[src/rtl/sd_seq_pkg.sv]
// Shared definitions for the SD transfer sequencer: state encoding, error flag
// bit positions and the default stop-command index.
// Optional feature macro: SD_AUTO_CMD12_EN (adds the STOP_CMD / WAIT_STOP states).
package sd_seq_pkg;

  typedef enum logic [3:0] {
    StIdle     = 4'd0,
    StIssueCmd = 4'd1,
    StWaitCmd  = 4'd2,
    StIssueDat = 4'd3,
    StWaitDat  = 4'd4,
`ifdef SD_AUTO_CMD12_EN
    StStopCmd  = 4'd5,
    StWaitStop = 4'd6,
`endif
    StDone     = 4'd7,
    StError    = 4'd8
  } seq_state_e;

  // err_status bit positions
  localparam int unsigned ErrCmdTo = 0;
  localparam int unsigned ErrDatTo = 1;
  localparam int unsigned ErrAbort = 2;

  localparam logic [5:0] Cmd12Idx = 6'd12;

endpackage

[src/rtl/sd_xfer_sequencer_if.sv]
// Handshake bundle between the register file / command and data controllers
// and the transfer sequencer. The sequencer uses the slave modport.
interface sd_xfer_sequencer_if #(
  parameter int unsigned TO_W = 16
);
  logic            start;
  logic            abort;
  logic [5:0]      cmd_index_i;
  logic [31:0]     argument_i;
  logic            data_present;
  logic            write_read_i;
  logic            multi_block;
  logic [15:0]     block_count_i;
  logic [TO_W-1:0] timeout_limit;
  logic            command_complete;
  logic            data_complete;

  logic            new_command;
  logic [5:0]      cmd_index_o;
  logic [31:0]     cmd_argument_o;
  logic            new_data;
  logic            write_read_o;
  logic            multiple_o;
  logic [15:0]     block_count_o;
  logic            busy;
  logic            xfer_done;
  logic [2:0]      err_status;

  modport master (
    output start, abort, cmd_index_i, argument_i, data_present, write_read_i,
           multi_block, block_count_i, timeout_limit, command_complete, data_complete,
    input  new_command, cmd_index_o, cmd_argument_o, new_data, write_read_o,
           multiple_o, block_count_o, busy, xfer_done, err_status
  );

  modport slave (
    input  start, abort, cmd_index_i, argument_i, data_present, write_read_i,
           multi_block, block_count_i, timeout_limit, command_complete, data_complete,
    output new_command, cmd_index_o, cmd_argument_o, new_data, write_read_o,
           multiple_o, block_count_o, busy, xfer_done, err_status
  );

endinterface

[src/rtl/sd_seq_timer.sv]
// Saturating wait-state timeout counter. expired flags the cycle in which the
// count reaches the limit, so a limit of N allows exactly N wait cycles.
// A zero limit never expires.
module sd_seq_timer #(
  parameter int unsigned TO_W = 16
) (
  input  logic            clock,
  input  logic            reset,
  input  logic            clear,
  input  logic            enable,
  input  logic [TO_W-1:0] limit,
  output logic            expired
);

  logic [TO_W-1:0] count_q;
  logic [TO_W-1:0] count_inc;

  // Hold at all-ones instead of wrapping back to zero
  assign count_inc = (&count_q) ? count_q : count_q + TO_W'(1);
  assign expired   = enable && (limit != '0) && (count_inc == limit);

  // Count cycles spent in the current wait state
  always_ff @(posedge clock or negedge reset) begin
    if (!reset) begin
      count_q <= '0;
    end else if (clear) begin
      count_q <= '0;
    end else if (enable) begin
      count_q <= count_inc;
    end
  end

endmodule

[src/rtl/sd_xfer_sequencer.sv]
// SD transfer sequencer: issues the command, optional data phase and optional
// automatic stop command (CMD12), with per-wait timeouts and software abort.
// Optional feature macro: SD_AUTO_CMD12_EN.
module sd_xfer_sequencer
  import sd_seq_pkg::*;
#(
  parameter int unsigned TO_W      = 16,
  parameter logic [5:0]  CMD12_IDX = Cmd12Idx
) (
  input logic                clock,
  input logic                reset,
  sd_xfer_sequencer_if.slave bus
);

  seq_state_e  state_q, state_d;
  logic [2:0]  err_set;
  logic        in_wait;
  logic        expired;

  logic        new_command_q, new_data_q, busy_q, xfer_done_q;
  logic [5:0]  cmd_index_q;
  logic [31:0] cmd_arg_q;
  logic        dp_q, wr_q, mb_q;
  logic [15:0] bc_q;
  logic [2:0]  err_q;

`ifndef SD_AUTO_CMD12_EN
  logic [5:0] unused_cmd12;
  assign unused_cmd12 = CMD12_IDX;
`endif

  // Timer runs only in wait states; any other state clears it for the next entry
  always_comb begin
    in_wait = (state_q == StWaitCmd) || (state_q == StWaitDat);
`ifdef SD_AUTO_CMD12_EN
    in_wait = in_wait || (state_q == StWaitStop);
`endif
  end

  sd_seq_timer #(
    .TO_W (TO_W)
  ) u_timer (
    .clock   (clock),
    .reset   (reset),
    .clear   (!in_wait),
    .enable  (in_wait),
    .limit   (bus.timeout_limit),
    .expired (expired)
  );

  // Next state and error flags; completes beat timeouts, abort beats everything
  always_comb begin
    state_d = state_q;
    err_set = '0;
    case (state_q)
      StIdle:     if (bus.start) state_d = StIssueCmd;
      StIssueCmd: state_d = StWaitCmd;
      StWaitCmd: begin
        if (bus.command_complete) begin
          state_d = (dp_q && (bc_q != '0)) ? StIssueDat : StDone;
        end else if (expired) begin
          state_d           = StError;
          err_set[ErrCmdTo] = 1'b1;
        end
      end
      StIssueDat: state_d = StWaitDat;
      StWaitDat: begin
        if (bus.data_complete) begin
`ifdef SD_AUTO_CMD12_EN
          state_d = mb_q ? StStopCmd : StDone;
`else
          state_d = StDone;
`endif
        end else if (expired) begin
          state_d           = StError;
          err_set[ErrDatTo] = 1'b1;
        end
      end
`ifdef SD_AUTO_CMD12_EN
      StStopCmd:  state_d = StWaitStop;
      StWaitStop: begin
        if (bus.command_complete) begin
          state_d = StDone;
        end else if (expired) begin
          state_d           = StError;
          err_set[ErrCmdTo] = 1'b1;
        end
      end
`endif
      StDone:     state_d = StIdle;
      StError:    state_d = StIdle;
      default:    state_d = StIdle;
    endcase
    // ERROR always exits after one cycle even with abort still held
    if (bus.abort && (state_q != StIdle) && (state_q != StError)) begin
      state_d           = StError;
      err_set           = '0;
      err_set[ErrAbort] = 1'b1;
    end
  end

  // State register, registered pulse outputs and latched transaction fields
  always_ff @(posedge clock or negedge reset) begin
    if (!reset) begin
      state_q       <= StIdle;
      new_command_q <= 1'b0;
      new_data_q    <= 1'b0;
      busy_q        <= 1'b0;
      xfer_done_q   <= 1'b0;
      cmd_index_q   <= '0;
      cmd_arg_q     <= '0;
      dp_q          <= 1'b0;
      wr_q          <= 1'b0;
      mb_q          <= 1'b0;
      bc_q          <= '0;
      err_q         <= '0;
    end else begin
      state_q       <= state_d;
`ifdef SD_AUTO_CMD12_EN
      new_command_q <= (state_d == StIssueCmd) || (state_d == StStopCmd);
`else
      new_command_q <= (state_d == StIssueCmd);
`endif
      new_data_q    <= (state_d == StIssueDat);
      xfer_done_q   <= (state_d == StDone);
      busy_q        <= (state_d != StIdle);
      if ((state_q == StIdle) && bus.start) begin
        cmd_index_q <= bus.cmd_index_i;
        cmd_arg_q   <= bus.argument_i;
        dp_q        <= bus.data_present;
        wr_q        <= bus.write_read_i;
        mb_q        <= bus.multi_block;
        bc_q        <= bus.block_count_i;
        err_q       <= '0;
      end else begin
        err_q       <= err_q | err_set;
      end
`ifdef SD_AUTO_CMD12_EN
      if ((state_q != StStopCmd) && (state_d == StStopCmd)) begin
        cmd_index_q <= CMD12_IDX;
        cmd_arg_q   <= '0;
      end
`endif
    end
  end

  assign bus.new_command    = new_command_q;
  assign bus.cmd_index_o    = cmd_index_q;
  assign bus.cmd_argument_o = cmd_arg_q;
  assign bus.new_data       = new_data_q;
  assign bus.write_read_o   = wr_q;
  assign bus.multiple_o     = mb_q;
  assign bus.block_count_o  = bc_q;
  assign bus.busy           = busy_q;
  assign bus.xfer_done      = xfer_done_q;
  assign bus.err_status     = err_q;

endmodule

[src/flat_wrapper.sv]
// flat-port wrapper written by rule: the top's interface ports become plain ports
module sd_xfer_sequencer_flat import sd_seq_pkg::*;
#(
  parameter int unsigned TO_W      = 16,
  parameter logic [5:0]  CMD12_IDX = Cmd12Idx
)
  (clock, reset, bus_start, bus_abort, bus_cmd_index_i, bus_argument_i, bus_data_present, bus_write_read_i, bus_multi_block, bus_block_count_i, bus_timeout_limit, bus_command_complete, bus_data_complete, bus_new_command, bus_cmd_index_o, bus_cmd_argument_o, bus_new_data, bus_write_read_o, bus_multiple_o, bus_block_count_o, bus_busy, bus_xfer_done, bus_err_status);
  sd_xfer_sequencer_if #(.TO_W(TO_W)) bus_i ();
  input logic clock;
  input logic reset;
  input wire logic [$bits(bus_i.start)-1:0] bus_start;
  input wire logic [$bits(bus_i.abort)-1:0] bus_abort;
  input wire logic [$bits(bus_i.cmd_index_i)-1:0] bus_cmd_index_i;
  input wire logic [$bits(bus_i.argument_i)-1:0] bus_argument_i;
  input wire logic [$bits(bus_i.data_present)-1:0] bus_data_present;
  input wire logic [$bits(bus_i.write_read_i)-1:0] bus_write_read_i;
  input wire logic [$bits(bus_i.multi_block)-1:0] bus_multi_block;
  input wire logic [$bits(bus_i.block_count_i)-1:0] bus_block_count_i;
  input wire logic [$bits(bus_i.timeout_limit)-1:0] bus_timeout_limit;
  input wire logic [$bits(bus_i.command_complete)-1:0] bus_command_complete;
  input wire logic [$bits(bus_i.data_complete)-1:0] bus_data_complete;
  output wire logic [$bits(bus_i.new_command)-1:0] bus_new_command;
  output wire logic [$bits(bus_i.cmd_index_o)-1:0] bus_cmd_index_o;
  output wire logic [$bits(bus_i.cmd_argument_o)-1:0] bus_cmd_argument_o;
  output wire logic [$bits(bus_i.new_data)-1:0] bus_new_data;
  output wire logic [$bits(bus_i.write_read_o)-1:0] bus_write_read_o;
  output wire logic [$bits(bus_i.multiple_o)-1:0] bus_multiple_o;
  output wire logic [$bits(bus_i.block_count_o)-1:0] bus_block_count_o;
  output wire logic [$bits(bus_i.busy)-1:0] bus_busy;
  output wire logic [$bits(bus_i.xfer_done)-1:0] bus_xfer_done;
  output wire logic [$bits(bus_i.err_status)-1:0] bus_err_status;
  assign bus_i.start = bus_start;
  assign bus_i.abort = bus_abort;
  assign bus_i.cmd_index_i = bus_cmd_index_i;
  assign bus_i.argument_i = bus_argument_i;
  assign bus_i.data_present = bus_data_present;
  assign bus_i.write_read_i = bus_write_read_i;
  assign bus_i.multi_block = bus_multi_block;
  assign bus_i.block_count_i = bus_block_count_i;
  assign bus_i.timeout_limit = bus_timeout_limit;
  assign bus_i.command_complete = bus_command_complete;
  assign bus_i.data_complete = bus_data_complete;
  assign bus_new_command = bus_i.new_command;
  assign bus_cmd_index_o = bus_i.cmd_index_o;
  assign bus_cmd_argument_o = bus_i.cmd_argument_o;
  assign bus_new_data = bus_i.new_data;
  assign bus_write_read_o = bus_i.write_read_o;
  assign bus_multiple_o = bus_i.multiple_o;
  assign bus_block_count_o = bus_i.block_count_o;
  assign bus_busy = bus_i.busy;
  assign bus_xfer_done = bus_i.xfer_done;
  assign bus_err_status = bus_i.err_status;
  sd_xfer_sequencer #(.TO_W(TO_W), .CMD12_IDX(CMD12_IDX)) u_core (.clock(clock), .reset(reset), .bus(bus_i));
endmodule
[config.mk]
export PLATFORM = sky130hd
export DESIGN_NAME = sd_xfer_sequencer_flat
export DESIGN_NICKNAME = d
export VERILOG_FILES = /design/src/rtl/sd_seq_pkg.sv /design/src/rtl/sd_xfer_sequencer_if.sv /design/src/rtl/sd_seq_timer.sv /design/src/rtl/sd_xfer_sequencer.sv /design/src/flat_wrapper.sv
export SDC_FILE = /design/constraint.sdc
export NUM_CORES = 1
export LEC_CHECK = 0
export CORE_UTILIZATION = 39
export DETAILED_ROUTE_END_ITERATION = 7
export HOLD_SLACK_MARGIN = 0.1
export PLACE_DENSITY = 0.71
export SLEW_MARGIN = 20
export SYNTH_ARGS = -nofsm -noshare
export SYNTH_HDL_FRONTEND = slang
export SYNTH_SLANG_ARGS = --single-unit
export TNS_END_PERCENT = 5
[constraint.sdc]
create_clock -name clock -period 2.5 [get_ports clock]
set_clock_uncertainty 0.05 [all_clocks]
set_input_delay 0.25 -clock clock [delete_from_list [all_inputs] [get_ports clock]]
set_output_delay 0.25 -clock clock [all_outputs]
set_load 0.01 [all_outputs]
* Word level (Yosys, flattened, before mapping)
Cells that the tools add are included.
Storage, ports and cells: register bits 84, bits in latches 0, RAM bits 0, bits in read-only memories 0, input port bits 79, output and inout bits 63, logic and storage cells 53, memories 0
Operators by class: $add $sub $neg 1, multipliers 0, div/mod/pow operators 0, $lt $le $gt $ge 0, equal/unequal tests 9, shift operators 0, mux-type cells 16, bitwise logic cells 1, reduce and logical (&&, ||, !) cells 13
Operator list (count):
- 2-to-1 mux 16 bit | 2
- nonzero test 16 bit | 2
- 2-to-1 mux 4 bit | 5
- one-hot mux 4 bit (5 select lines) | 1
- adder 16 x 1 -> 16 bit, second input constant | 1
- equality test 16 bit | 1
- AND reduction 16 bit | 1
- equality test 4 x 2 -> 1 bit, second input constant | 3
- 2-to-1 mux 3 bit | 3
- equality test 4 x 1 -> 1 bit, second input constant | 2
- equality test 4 x 3 -> 1 bit, second input constant | 2
- nonzero test 4 bit | 2
- logical AND 1 bit | 6
- 2-to-1 mux 1 bit | 5
- zero test 4 bit | 1
- != test 4 bit, second input constant | 1
- bitwise OR 3 bit | 1
- logical OR 1 bit | 1

* Longest topological paths before layout
depth after elaboration 10, gate-level depth with buffers 11, gate-level depth less buffers 10

* Modules after synthesis
Synthesis repeated with hierarchy kept, for this count alone.
Second synthesis, totals: cell total of the unflattened synthesis 475, area total of the unflattened synthesis 4181.5 µm²
By module, submodules not included:
- sd_xfer_sequencer | times used 1, cells each 302, area each 2723.9 µm², sequential area each 1701.6 µm²
- sd_seq_timer | times used 1, cells each 173, area each 1457.6 µm², sequential area each 400.4 µm²

* Least setup slack after synthesis
No wires, ideal clock.
kind reg-to-reg, start point reg u_core.u_timer.count_q[0], end point reg u_core.busy_q, in the netlist u_core.bus.busy, setup time 0.142 ns, arrival time 2.546 ns, data required time 2.308 ns, slack -0.238 ns, cell stages (with the launch flop) 11, path buffers 0, clock period less this slack 2.738 ns, cells stage by stage dfrtp_1 ha_1 nand4_4 nor4_4 nor2_1 xnor2_1 a2111oi_2 nor3b_2 nand4_2 a21oi_2 o21ai_0
On the way: cells in the longest elaborated chain, start to end 9, elaborated cells on any way between the ends 11, those cells by class 1 x add/sub; 1 x eq/ne; 6 x mux; 3 x reduce/logical
Ends and longest elaborated chain:
- start, declared | RTL line sd_seq_timer.sv:15 | logic [TO_W-1:0] count_q;
- start signal, assigned | RTL line sd_seq_timer.sv:29 | count_q <= count_inc;
- adder 16 x 1 -> 16 bit or AND reduction 16 bit (tied branches) | RTL line sd_seq_timer.sv:19 | assign count_inc = (&count_q) ? count_q : count_q + TO_W'(1);
- 2-to-1 mux 16 bit * | RTL line sd_seq_timer.sv:19
- equality test 16 bit * | RTL line sd_seq_timer.sv:20 | assign expired = enable && (limit != '0) && (count_inc == limit);
- logical AND 1 bit * | RTL line sd_seq_timer.sv:20
- 2-to-1 mux 4 bit * | RTL line sd_xfer_sequencer.sv:61, sd_xfer_sequencer.sv:74
- 2-to-1 mux 4 bit, on equally long branches | RTL line sd_xfer_sequencer.sv:68, sd_xfer_sequencer.sv:59
- one-hot mux 4 bit (5 select lines) * | RTL line sd_xfer_sequencer.sv:55 | case (state_q)
- 2-to-1 mux 4 bit * | RTL line sd_xfer_sequencer.sv:95 | if (bus.abort && (state_q != StIdle) && (state_q != StError)) begin
- nonzero test 4 bit * | RTL line sd_xfer_sequencer.sv:126 | busy_q <= (state_d != StIdle);
- end signal, assigned | RTL line sd_xfer_sequencer.sv:126
- end, declared | RTL line sd_xfer_sequencer.sv:20 | logic new_command_q, new_data_q, busy_q, xfer_done_q;
Mark *: on every way between the ends. The rest lies on a longest branch, timed or not. A chain may end at the register's enable or synchronous reset.

* Worst setup path in the final report
start point reg u_core.u_timer.count_q[0], end point reg u_core.state_q[2]
On the way: cells in the longest elaborated chain, start to end 8, elaborated cells on any way between the ends 10, those cells by class 1 x add/sub; 1 x eq/ne; 6 x mux; 2 x reduce/logical
Ends and longest elaborated chain:
- adder 16 x 1 -> 16 bit or AND reduction 16 bit (tied branches) | RTL line sd_seq_timer.sv:19
- 2-to-1 mux 16 bit * | RTL line sd_seq_timer.sv:19
- equality test 16 bit * | RTL line sd_seq_timer.sv:20
- logical AND 1 bit * | RTL line sd_seq_timer.sv:20
- 2-to-1 mux 4 bit * | RTL line sd_xfer_sequencer.sv:61, sd_xfer_sequencer.sv:74
- 2-to-1 mux 4 bit, on equally long branches | RTL line sd_xfer_sequencer.sv:68, sd_xfer_sequencer.sv:59
- one-hot mux 4 bit (5 select lines) * | RTL line sd_xfer_sequencer.sv:55
- 2-to-1 mux 4 bit * | RTL line sd_xfer_sequencer.sv:95
- net u_core.state_d[2] | RTL line sd_xfer_sequencer.sv:15 | seq_state_e state_q, state_d;
- end signal, assigned | RTL line sd_xfer_sequencer.sv:105 | state_q <= StIdle;
- end signal, assigned | RTL line sd_xfer_sequencer.sv:118 | state_q <= state_d;
- end, declared | RTL line sd_xfer_sequencer.sv:15
The timed path passes the listed nets; every way through them passes the cells marked *.

==> results summary <==
The flow ran to the end, but the final reports show violations. The final reports fail on setup timing. 0 antenna diodes ended up in the layout. The TritonCTS buffer count came out at 9. The maximum fanout count along the critical path came out at 7. The delay of the slowest critical-path stage is around 0.46 ns. Dividing the final minimum period by the clock period gives 1.08. The number of detailed-routing iterations run before antenna repair came out at 4. The fill cell instance count of the final layout is ~860. The pin count of the biggest net entering global routing came out at 60. The count of buffers inserted at the top-level ports came out at between 100 and 150. In the global route stage, met1 resource usage came out at 0.302. The number of enable-type register cells in the synthesized netlist came out at 0. The tightest min-delay check is of the in -> async type.

The clock transition at the register clock pins on the worst setup and hold paths after CTS came out at 0.10 ns. The final antenna-violating net count is 0. The detailed-placement wirelength estimate is slightly below 9000 um. The number of nets in the final layout is 729.

By instance count, the leading cell after synthesis is sky130_fd_sc_hd__nand2_1. After clock tree synthesis, the setup repair step added 0 buffers. The worst setup path is captured at a flip-flop. The CTS tree is built. Timing analysis after detailed placement gives a worst setup slack of -0.151 ns.

The floorplan step set the die height to 104 um. The number of synthesized register bits came out at between 80 and 90. Among all stages on the critical path, the largest delay is contributed by sky130_fd_sc_hd__nor4_4.

The highest attainable clock frequency came out at approximately 0.37 GHz. The combinational fraction of design power is 0.455. The core region area is 9910 um2. Of the total power, registers draw 0.370. The total via count in the routed design came out at 3,869. The worst setup path is launched from a flip-flop. Data arrives at the worst endpoint at 2.86 ns. The die extent in x came out at between 100 and 150 um.

The total DRC errors in the routed layout came out at 0. The clock period minus final worst setup slack came out at 2.70 ns. The floorplan has 36 rows. The tool flagged a number of max-cap violations equal to 0. The global-route wire length before repair came out at between 15,000 and 20,000 um.

Across every metal layer, demand over resource in global routing totals 0.227. For this run, global-route usage on met3 was measured as 0.0539. The area share of the largest cell type after synthesis came out at 0.519. The clock latency on the worst-skew pair came out at about 0.35 ns. The leakage power total came out at 0.00284 uW. The share of the yosys chip area belonging to registers came out at 0.519. Of the total power, the share spent switching nets is 0.358.

Dividing total power by cell area gives a power density of 947 nW/um2. The total count of max-transition violations in the final report was 0. Once layout is complete, the utilization of the core stands at 0.630. The weighted congestion reported at the end of routability-driven placement came out at slightly below 0.9. In the global route stage, met2 resource usage came out at 0.364. The final layout contains routed wiring with a total length of between 10,000 and 15,000 um. The kind of cell with the highest combined delay on the critical path is simple AND/OR/NAND/NOR gates.

The detailed-route wire length per cell came out at ~15 um. The internal power of the cells totals 3800 uW. The number of sinks handled by clock tree synthesis came out at 84. Among all flip-flop cells after synthesis, the most frequent one is sky130_fd_sc_hd__dfrtp_1. Summed over all nets, the switching power comes to roughly 2100 uW. The final number of hold-violating endpoints came out at 0. The number of antenna violations at the first check in global routing is 0. The deepest level of the CTS H-tree came out at 3. The most heavily used metal layer in global routing is met2. The fraction of registers with async set or reset after synthesis is 1.00. The synthesized area divided by synthesized cell count came out at approximately 8.7 um2. STA puts the critical path data required time at between 2 and 3 ns. The post-synthesis instance area came out at 4050 um2. The via count of the first global-routing pass came out at approximately 4,000. The starting density of the core came out at 0.409. The remaining global-route overflow came out at 0. Sorting the synthesized cells by how often they occur yields 184 x sky130_fd_sc_hd__nand2_1, 84 x sky130_fd_sc_hd__dfrtp_1, 29 x sky130_fd_sc_hd__nor2_1, 16 x sky130_fd_sc_hd__clkbuf_1, 15 x sky130_fd_sc_hd__xnor2_1. Walking the worst path, the cells encountered are ha_4, nand4_4, nor4_4, mux2i_1, o21ai_2, a2111oi_2, nor3b_4, nand4_4, o21ai_2, a21oi_1. The average vias per placed instance came out at ~5. The type of the setup path with the least slack is reg -> reg. Synthesis produced a netlist whose cell count is between 400 and 500. The clock share of power is 0.175. The top-level I/O count is 142. Setup repair after global routing could not meet its margin everywhere. Yosys attributes the largest share of cell area to sky130_fd_sc_hd__dfrtp_1 52%, sky130_fd_sc_hd__nand2_1 17%, sky130_fd_sc_hd__xnor2_1 3.2%. The clock passes through at most 2 buffers. The leading area contributor after synthesis is sky130_fd_sc_hd__dfrtp_1. The number of design-rule violations left by the first detailed-router iteration came out at approximately 180.

For this run, the number of Yosys warnings is 0. Setup violations remaining at the end of the flow were counted as 8. The worst IR drop on VDD came out at between 0.0008 and 0.0009 V. The post-synthesis cell type count is 57. The setup slack after layout came out at -0.197 ns. In this run the clock root is driven by a sky130_fd_sc_hd__clkbuf_8. The slew of the pin with the lowest slew margin is 0.539 ns. The number of buffer and inverter stages on the critical path is 0. Measured against its own limit, the worst slew margin works out to 0.637.

The number of nets handed over by synthesis was around 550. The die outline area came out at between 10,000 and 15,000 um2. The fraction of final layout cells sized beyond drive strength 1 is 0.142. The area added between synthesis and finish is 54.1%.
layout make-up:
cell class	instances	area [um2]	share of cell area
multi-input cells	356	1920	0.308
repair buffers	194	1830	0.294
clock inverters	5	77.6	0.0124
inverters	4	15.0	0.00240
flip-flops and latches	84	2100	0.337
clock buffers	10	128	0.0204
well taps	133	166	0.0266
registers in the layout, summed over array words and instances, names as in the netlist:
register and count:
u_core.state_q 4, u_core.dp_q 1, u_core.bus.multiple_o 1, u_core.bus.block_count_o 16, u_core.u_timer.count_q 16, u_core.bus.xfer_done 1
u_core.bus.cmd_argument_o 32, u_core.bus.err_status 3, u_core.bus.cmd_index_o 6, u_core.bus.new_data 1, u_core.bus.busy 1, u_core.bus.new_command 1
u_core.bus.write_read_o 1
timing repair:
action | 4_1_cts | 5_1_grt
pin swaps | 0 | 4
endpoints found under the hold margin | 36 | 0
setup endpoints to repair | 7 | 8
gates cloned | 0 | 0
resized for setup | 0 | 7
hold buffers | 1 | 0
routing by layer:
layer	vias to the layer above	wire length (um)
met5	-	0
met4	0	155
met3	12	695
met2	113	5680
met1	1819	5230
li1	1925	-
power groups by stage:
stage | combinational [uW] | clock, uW | sequential, uW
6_report | 2690 | 1040 | 2190
3_3_place_gp | 2660 | 0 | 2180
3_5_place_dp | 2700 | 0 | 2200
4_1_cts | 2710 | 1070 | 2190
2_1_floorplan | 1020 | 0 | 2390
5_1_grt | 2950 | 1120 | 2260
metrics by stage:
stage	hold slack (ns)	setup TNS, ns	cells	cell area, um2	power [uW]
after floorplan	-0.0956	-0.0139	467	4090	3410
after global placement	0.191	-0.710	770	5990	4840
after detailed placement	0.197	-0.933	770	5990	4900
after CTS	0.352	-0.968	786	6200	5970
after global routing	0.369	-2.80	786	6250	6340
final	0.356	-1.28	786	6250	5920
kinds of logic (layout without fill, tap and decap cells):
logic type	Yosys count	after routing	share of synthesized area
muxes	4	4	0.0102
DFF	84	84	0.519
AOI/OAI and AO/OA	44	44	0.0710
and+or+nand+nor	287	287	0.327
buffers and inverters	27	213	0.0269
adders and majority gates	1	1	0.00309
xor gates and xnor gates	20	20	0.0432
path summary, 6_finish.rpt:
kind	start	slack, ns	to	cells after the start
hold reg to reg	u_core.bus.cmd_index_o[5]	0.43	u_core.bus.cmd_index_o[5]	2
setup / recovery	u_core.u_timer.count_q[0]	-0.20	u_core.state_q[2]	10
max in group asynchronous	reset	1.42	u_core.bus.block_count_o[9]	3
min in group clock	bus_cmd_index_i[2]	0.37	u_core.bus.cmd_index_o[2]	3
hold / removal	reset	0.36	u_core.u_timer.count_q[2]	2
setup reg to reg	u_core.u_timer.count_q[0]	-0.20	u_core.state_q[2]	10
placed cells by master, fill, tap and decap left out, types with 3 or more instances in the layout:
cell	instances
sky130_fd_sc_hd__nor4_1	13
sky130_fd_sc_hd__nor3b_1	4
sky130_fd_sc_hd__clkbuf_8	9
sky130_fd_sc_hd__clkdlybuf4s50_1	140
sky130_fd_sc_hd__mux2i_1	3
sky130_fd_sc_hd__inv_1	3
sky130_fd_sc_hd__nor2_1	28
sky130_fd_sc_hd__nand3_1	6
sky130_fd_sc_hd__nand2_1	184
sky130_fd_sc_hd__or3_1	3
sky130_fd_sc_hd__dfrtp_1	83
sky130_fd_sc_hd__buf_4	51
sky130_fd_sc_hd__o21ai_0	10
sky130_fd_sc_hd__nand4_1	9
sky130_fd_sc_hd__xnor2_1	15
sky130_fd_sc_hd__nor4b_1	3
sky130_fd_sc_hd__and3_1	6
sky130_fd_sc_hd__xor2_1	5
sky130_fd_sc_hd__nor3_1	7
sky130_fd_sc_hd__a21oi_1	11
(Power assumes the default switching activity.)
